--- config.mk ---
export PLATFORM = sky130hd
export DESIGN_NAME = if_neuron_layer
export DESIGN_NICKNAME = d
export VERILOG_FILES = /design/src/rtl/if_neuron_layer.sv
export SDC_FILE = /design/constraint.sdc
export NUM_CORES = 1
export LEC_CHECK = 0
export ABC_AREA = 0
export CAP_MARGIN = 0
export CORE_MARGIN = 4
export CORE_UTILIZATION = 60
export CTS_BUF_LIST = sky130_fd_sc_hd__clkbuf_4
export CTS_CLUSTER_SIZE = 14
export DETAILED_ROUTE_END_ITERATION = 16
export PLACE_DENSITY = 0.9
export SYNTH_ARGS = -nofsm -noshare
export SYNTH_HDL_FRONTEND = slang
export SYNTH_SLANG_ARGS = --single-unit
--- constraint.sdc ---
create_clock -name clk -period 9.7 [get_ports clk]
set_input_delay 1.94 -clock clk [delete_from_list [all_inputs] [get_ports clk]]
set_output_delay 1.94 -clock clk [all_outputs]
set_load 0.1 [all_outputs]
--- src/rtl/if_neuron_layer.sv ---
// if_neuron_layer: layer of integrate-and-fire neurons sharing one spike input vector,
// with a writable weight matrix and a refractory period after each firing.
module if_neuron_layer #(
    parameter int NUM_INPUTS   = 4,
    parameter int NUM_NEURONS  = 1,
    parameter int WEIGHT_WIDTH = 8,
    parameter int POT_WIDTH    = 16,
    parameter int THRESHOLD    = 64,
    parameter int REFRAC       = 5
) (
    input  logic                                                  clk,
    input  logic                                                  rst,
    input  logic [NUM_INPUTS-1:0]                                 spike_in,
    input  logic                                                  in_valid,
    input  logic                                                  wr_en,
    input  logic [(NUM_NEURONS > 1 ? $clog2(NUM_NEURONS) : 1)-1:0] wr_neuron,
    input  logic [(NUM_INPUTS > 1 ? $clog2(NUM_INPUTS) : 1)-1:0]   wr_input,
    input  logic [WEIGHT_WIDTH-1:0]                               wr_data,
    input  logic [NUM_NEURONS-1:0]                                neuron_rst,
    output logic [NUM_NEURONS-1:0]                                spike_out,
    output logic [NUM_NEURONS-1:0]                                refrac_busy
);
    localparam int SUM_W = $clog2(NUM_INPUTS * (2 ** WEIGHT_WIDTH - 1) + 1);
    localparam int P_W   = (POT_WIDTH > SUM_W ? POT_WIDTH : SUM_W) + 1;
    localparam int CW    = REFRAC > 0 ? $clog2(REFRAC + 1) : 1;
    localparam logic [P_W-1:0] THR  = P_W'(THRESHOLD);
    localparam logic [P_W-1:0] PMAX = P_W'({POT_WIDTH{1'b1}});

    typedef enum logic {INTEGRATE, REFRACTORY} state_t;

    logic [WEIGHT_WIDTH-1:0] w   [NUM_NEURONS][NUM_INPUTS];
    logic [POT_WIDTH-1:0]    pot [NUM_NEURONS];
    logic [CW-1:0]           cnt [NUM_NEURONS];
    state_t                  st  [NUM_NEURONS];
    logic [SUM_W-1:0]        sum [NUM_NEURONS];
    logic [P_W-1:0]          p   [NUM_NEURONS];

    // p is wide enough that potential plus a full-weight sum can never wrap
    always_comb begin
        for (int n = 0; n < NUM_NEURONS; n++) begin
            sum[n] = '0;
            for (int j = 0; j < NUM_INPUTS; j++)
                sum[n] = sum[n] + (spike_in[j] ? SUM_W'(w[n][j]) : '0);
            p[n] = P_W'(pot[n]) + P_W'(sum[n]);
            refrac_busy[n] = st[n] == REFRACTORY;
        end
    end

    always_ff @(posedge clk or negedge rst) begin
        if (!rst) begin
            spike_out <= '0;
            for (int n = 0; n < NUM_NEURONS; n++) begin
                pot[n] <= '0;
                cnt[n] <= '0;
                st[n]  <= INTEGRATE;
                for (int j = 0; j < NUM_INPUTS; j++)
                    w[n][j] <= '0;
            end
        end else begin
            spike_out <= '0;
            if (wr_en && int'(wr_neuron) < NUM_NEURONS && int'(wr_input) < NUM_INPUTS)
                w[wr_neuron][wr_input] <= wr_data;
            for (int n = 0; n < NUM_NEURONS; n++) begin
                // a controller clear freezes the state machine for this edge
                if (neuron_rst[n]) begin
                    pot[n] <= '0;
                end else if (in_valid) begin
                    if (st[n] == REFRACTORY) begin
                        pot[n] <= '0;
                        cnt[n] <= cnt[n] - CW'(1);
                        st[n]  <= cnt[n] == CW'(1) ? INTEGRATE : REFRACTORY;
                    end else if (p[n] >= THR) begin
                        pot[n]       <= '0;
                        spike_out[n] <= 1'b1;
                        st[n]        <= REFRAC > 0 ? REFRACTORY : INTEGRATE;
                        cnt[n]       <= CW'(REFRAC);
                    end else begin
                        pot[n] <= p[n] > PMAX ? '1 : p[n][POT_WIDTH-1:0];
                    end
                end
            end
        end
    end
endmodule

==> flow_metrics.py <==
metrics = {
    "place": {
        "placed_cells": 411,
        "gp_congestion": 0.830,
        "io_buffers": 21,
        "place_ws_ns": 2.52,
        "place_hpwl_um": 5120,
    },
    "cells_and_area": {
        "area_growth_pct": 9.81,
        "antenna_cells": 0,
        "stdcell_count": 419,
        "nets": 406,
        "fill_cells": 429,
        "drive_above_1_share": 0.173,
    },
    "cts": {
        "clk_pin_slew_ns": 0.15,
        "clk_latency_ns": 0.37,
        "ctsRootBufferMaster": "clkbuf_4",
        "cts_sinks": 53,
        "cts_hold_buf": 0,
        "max-clock-path-buffers": 2,
        "htreeDepth": 2,
        "tritoncts": "done",
        "numCtsBuffers": 5,
        "postCtsSetupBuffers": 0,
        "ctsResizeCount": 0,
    },
    "setup_path": {
        "critPathMostFrequentCell": "fa_1",
        "end_kind": "flop",
        "crit_arrival_ns": 7.07,
        "reg2reg_depth": 14,
        "cp_num_buf_inv": 2,
        "rrSetupSlack_ns": 4.75,
        "critPathTopFamily": "adder cells",
        "crit_fanout": 11,
        "reg2reg_from": "w[25]",
        "r2r_end": "cnt[2]",
        "slowest_stage": "clkdlybuf4s50_1",
        "critical_path_class": "input port to flop",
        "worstSetupStartpointType": "input port",
        "crit_chain": "clkdlybuf4s50_1 > nand2_1 > fa_1 > fa_1 > fa_1 > inv_1 > ha_1 > fa_1 > a21oi_2 > o211ai_2 > and3_2 > o41a_2 > mux2_2 > nor4_4 > a221oi_1",
        "worst_path_largest_cell_delay_ns": 0.69,
        "required_ns": 9.94,
    },
    "floorplanning": {
        "initial_core_util": 0.630,
        "boundaryPins": 22,
        "die_y_um": 84.7,
        "core_mm2": 0.00561,
        "row_count": 27,
        "die-width_um": 84.7,
        "dieArea_mm2": 0.00718,
    },
    "sta": {
        "min_period_ns": 6.83,
        "hold_violations": 0,
        "worstMarginPinSlew_ns": 1.02,
        "slew_headroom": 0.316,
        "holdWs_ns": 0.517,
        "final-setup-viol-count": 0,
        "drv_slew": 0,
        "setup_slack_ns": 2.87,
        "rsz0062_at_grt": "false",
        "min_period_over_period": 0.704,
        "fin_setup_tns_ns": 0,
        "timing.fmax_mhz": 146,
        "fin_skew_ns": 0.00598,
    },
    "synth": {
        "yosysUniqueCellTypes": 57,
        "syn_nets": 383,
        "synthCells": 323,
        "synth_ff_type": "dfrtp_1",
        "synth_enable_flop_cells": 0,
        "yosys_warnings": 0,
        "netlist_area_mm2": 0.00353,
        "synth-seq-area-share": 0.375,
        "avgSynthCellArea_um2": 10.9,
        "ys_seq_elements": 53,
        "postSynth.asyncResetShare": 1.00,
    },
    "min_path": {
        "hold_class": "flop to flop",
        "hold_end": "w[15]",
        "hp-start": "w[15]",
        "hold_depth": 1,
    },
    "outcome": {
        "run_status": "finished clean",
    },
    "grt": {
        "grt_pass1_wl_um": 11800,
        "grt_start_max_net_pins": 54,
        "grt_pass1_vias": 2564,
        "gr-total-overflow": 0,
        "grt_usage": 0.204,
        "grt_antenna_before_repair": 0,
    },
    "power_and_ir_drop": {
        "pwr_density_cell_mw_per_mm2": 213,
        "p_leak_nw": 1.86,
        "ir_drop_mv": 0.115,
    },
    "route": {
        "post_drt_wl_per_cell_um": 16.2,
        "drc": 0,
        "drt_iter0_drc": 137,
        "dr_total_vias": 2400,
        "routed_via_density": 5.73,
        "ant_nets": 0,
        "routed_wl_um": 6790,
        "detail_route.first_pass.iterations": 5,
    },
    "run": {
        "max_cap_violations": 0,
    },
}
-- kinds of logic after synthesis --
| logic type | count (synthesis) | share of synthesized area |
|---|---|---|
| AOI/OAI and AO/OA | 50 | 0.113 |
| and+or+nand+nor | 87 | 0.140 |
| buffers and inverters | 55 | 0.0641 |
| adders and majority gates | 40 | 0.191 |
| muxes | 34 | 0.108 |
| xor gates and xnor gates | 4 | 0.00992 |
| DFF | 53 | 0.375 |
-- where the power goes --
| group | internal [mW] | leakage [nW] | switching, mW |
|---|---|---|---|
| Combinational | 0.174 | 1.15 | 0.238 |
| Sequential | 0.262 | 0.668 | 0.0281 |
| Clock | 0.0535 | 0.0389 | 0.0703 |
| Total | 0.490 | 1.86 | 0.336 |
-- sequential cells by signal, indices dropped and copies added, names as in the netlist --
name,flops
pot,16
w,32
refrac_busy,1
spike_out,1
cnt,3
-- area by class of cell --
class,count,area [um2],area share
multi-input cells,215,1980,0.510
flip-flops and latches,53,1330,0.342
repair buffers,24,228,0.0587
clock buffers,5,37.5,0.00967
clock inverters,3,41.3,0.0106
inverters,47,176,0.0455
well taps,72,90.1,0.0232
-- cells in the mapped netlist (3+ instances only) --
master / instances / area, um2
o211ai_1: 4 / 30.0
a32o_1: 3 / 30.0
nor2_1: 7 / 26.3
xnor2_1: 3 / 26.3
clkbuf_1: 4 / 15.0
o21ai_0: 4 / 20.0
inv_1: 47 / 176
a21o_1: 3 / 22.5
ha_1: 17 / 213
mux2_2: 33 / 372
fa_1: 23 / 460
nand2_1: 30 / 113
a22o_1: 3 / 26.3
a21oi_1: 10 / 50.1
nand3_1: 8 / 40.0
a31oi_1: 3 / 18.8
dfrtp_1: 53 / 1330
and2_1: 22 / 138
-- placed cells by master (no fill, tap or decap), drive strengths merged, types with 4 or more instances in the layout --
cell type,netlist,routed
a21oi,11,11
and2,23,23
buf,3,4
clkbuf,5,5
clkdlybuf4s50,0,20
dfrtp,53,53
fa,23,23
ha,17,17
inv,47,47
mux2,33,33
nand2,30,30
nand3,8,8
nor2,7,7
o211ai,5,5
o21ai,4,4
-- routing by layer --
| metal | vias up | track usage | share of wire |
|---|---|---|---|
| li1 | 1136 | - | - |
| met1 | 1196 | 0.263 | 0.43 |
| met3 | 10 | 0.0373 | 0.039 |
| met4 | 0 | 0.0576 | 0.013 |
| met2 | 58 | 0.354 | 0.51 |
| met5 | - | 0 | 0 |
-- per-stage QoR --
step	utilization	total power, mW	area (um2)
floorplan	-	0.625	3530
finish	0.692	0.825	3880
detailed placement	0.678	0.699	3800
CTS	0.692	0.828	3880
global placement	0.678	0.676	3800
global route	0.692	0.893	3880
-- worst max-delay path by stage --
stage	startpoint	to	cells past startpoint
after floorplan	spike_in[0]	cnt[2]	15
after global placement	spike_in[0]	cnt[2]	15
after detailed placement	spike_in[1]	cnt[2]	15
after CTS	spike_in[1]	cnt[2]	15
after global routing	spike_in[1]	pot[1]	15
final	spike_in[1]	cnt[2]	15
Power figures use the tool's default switching activity.
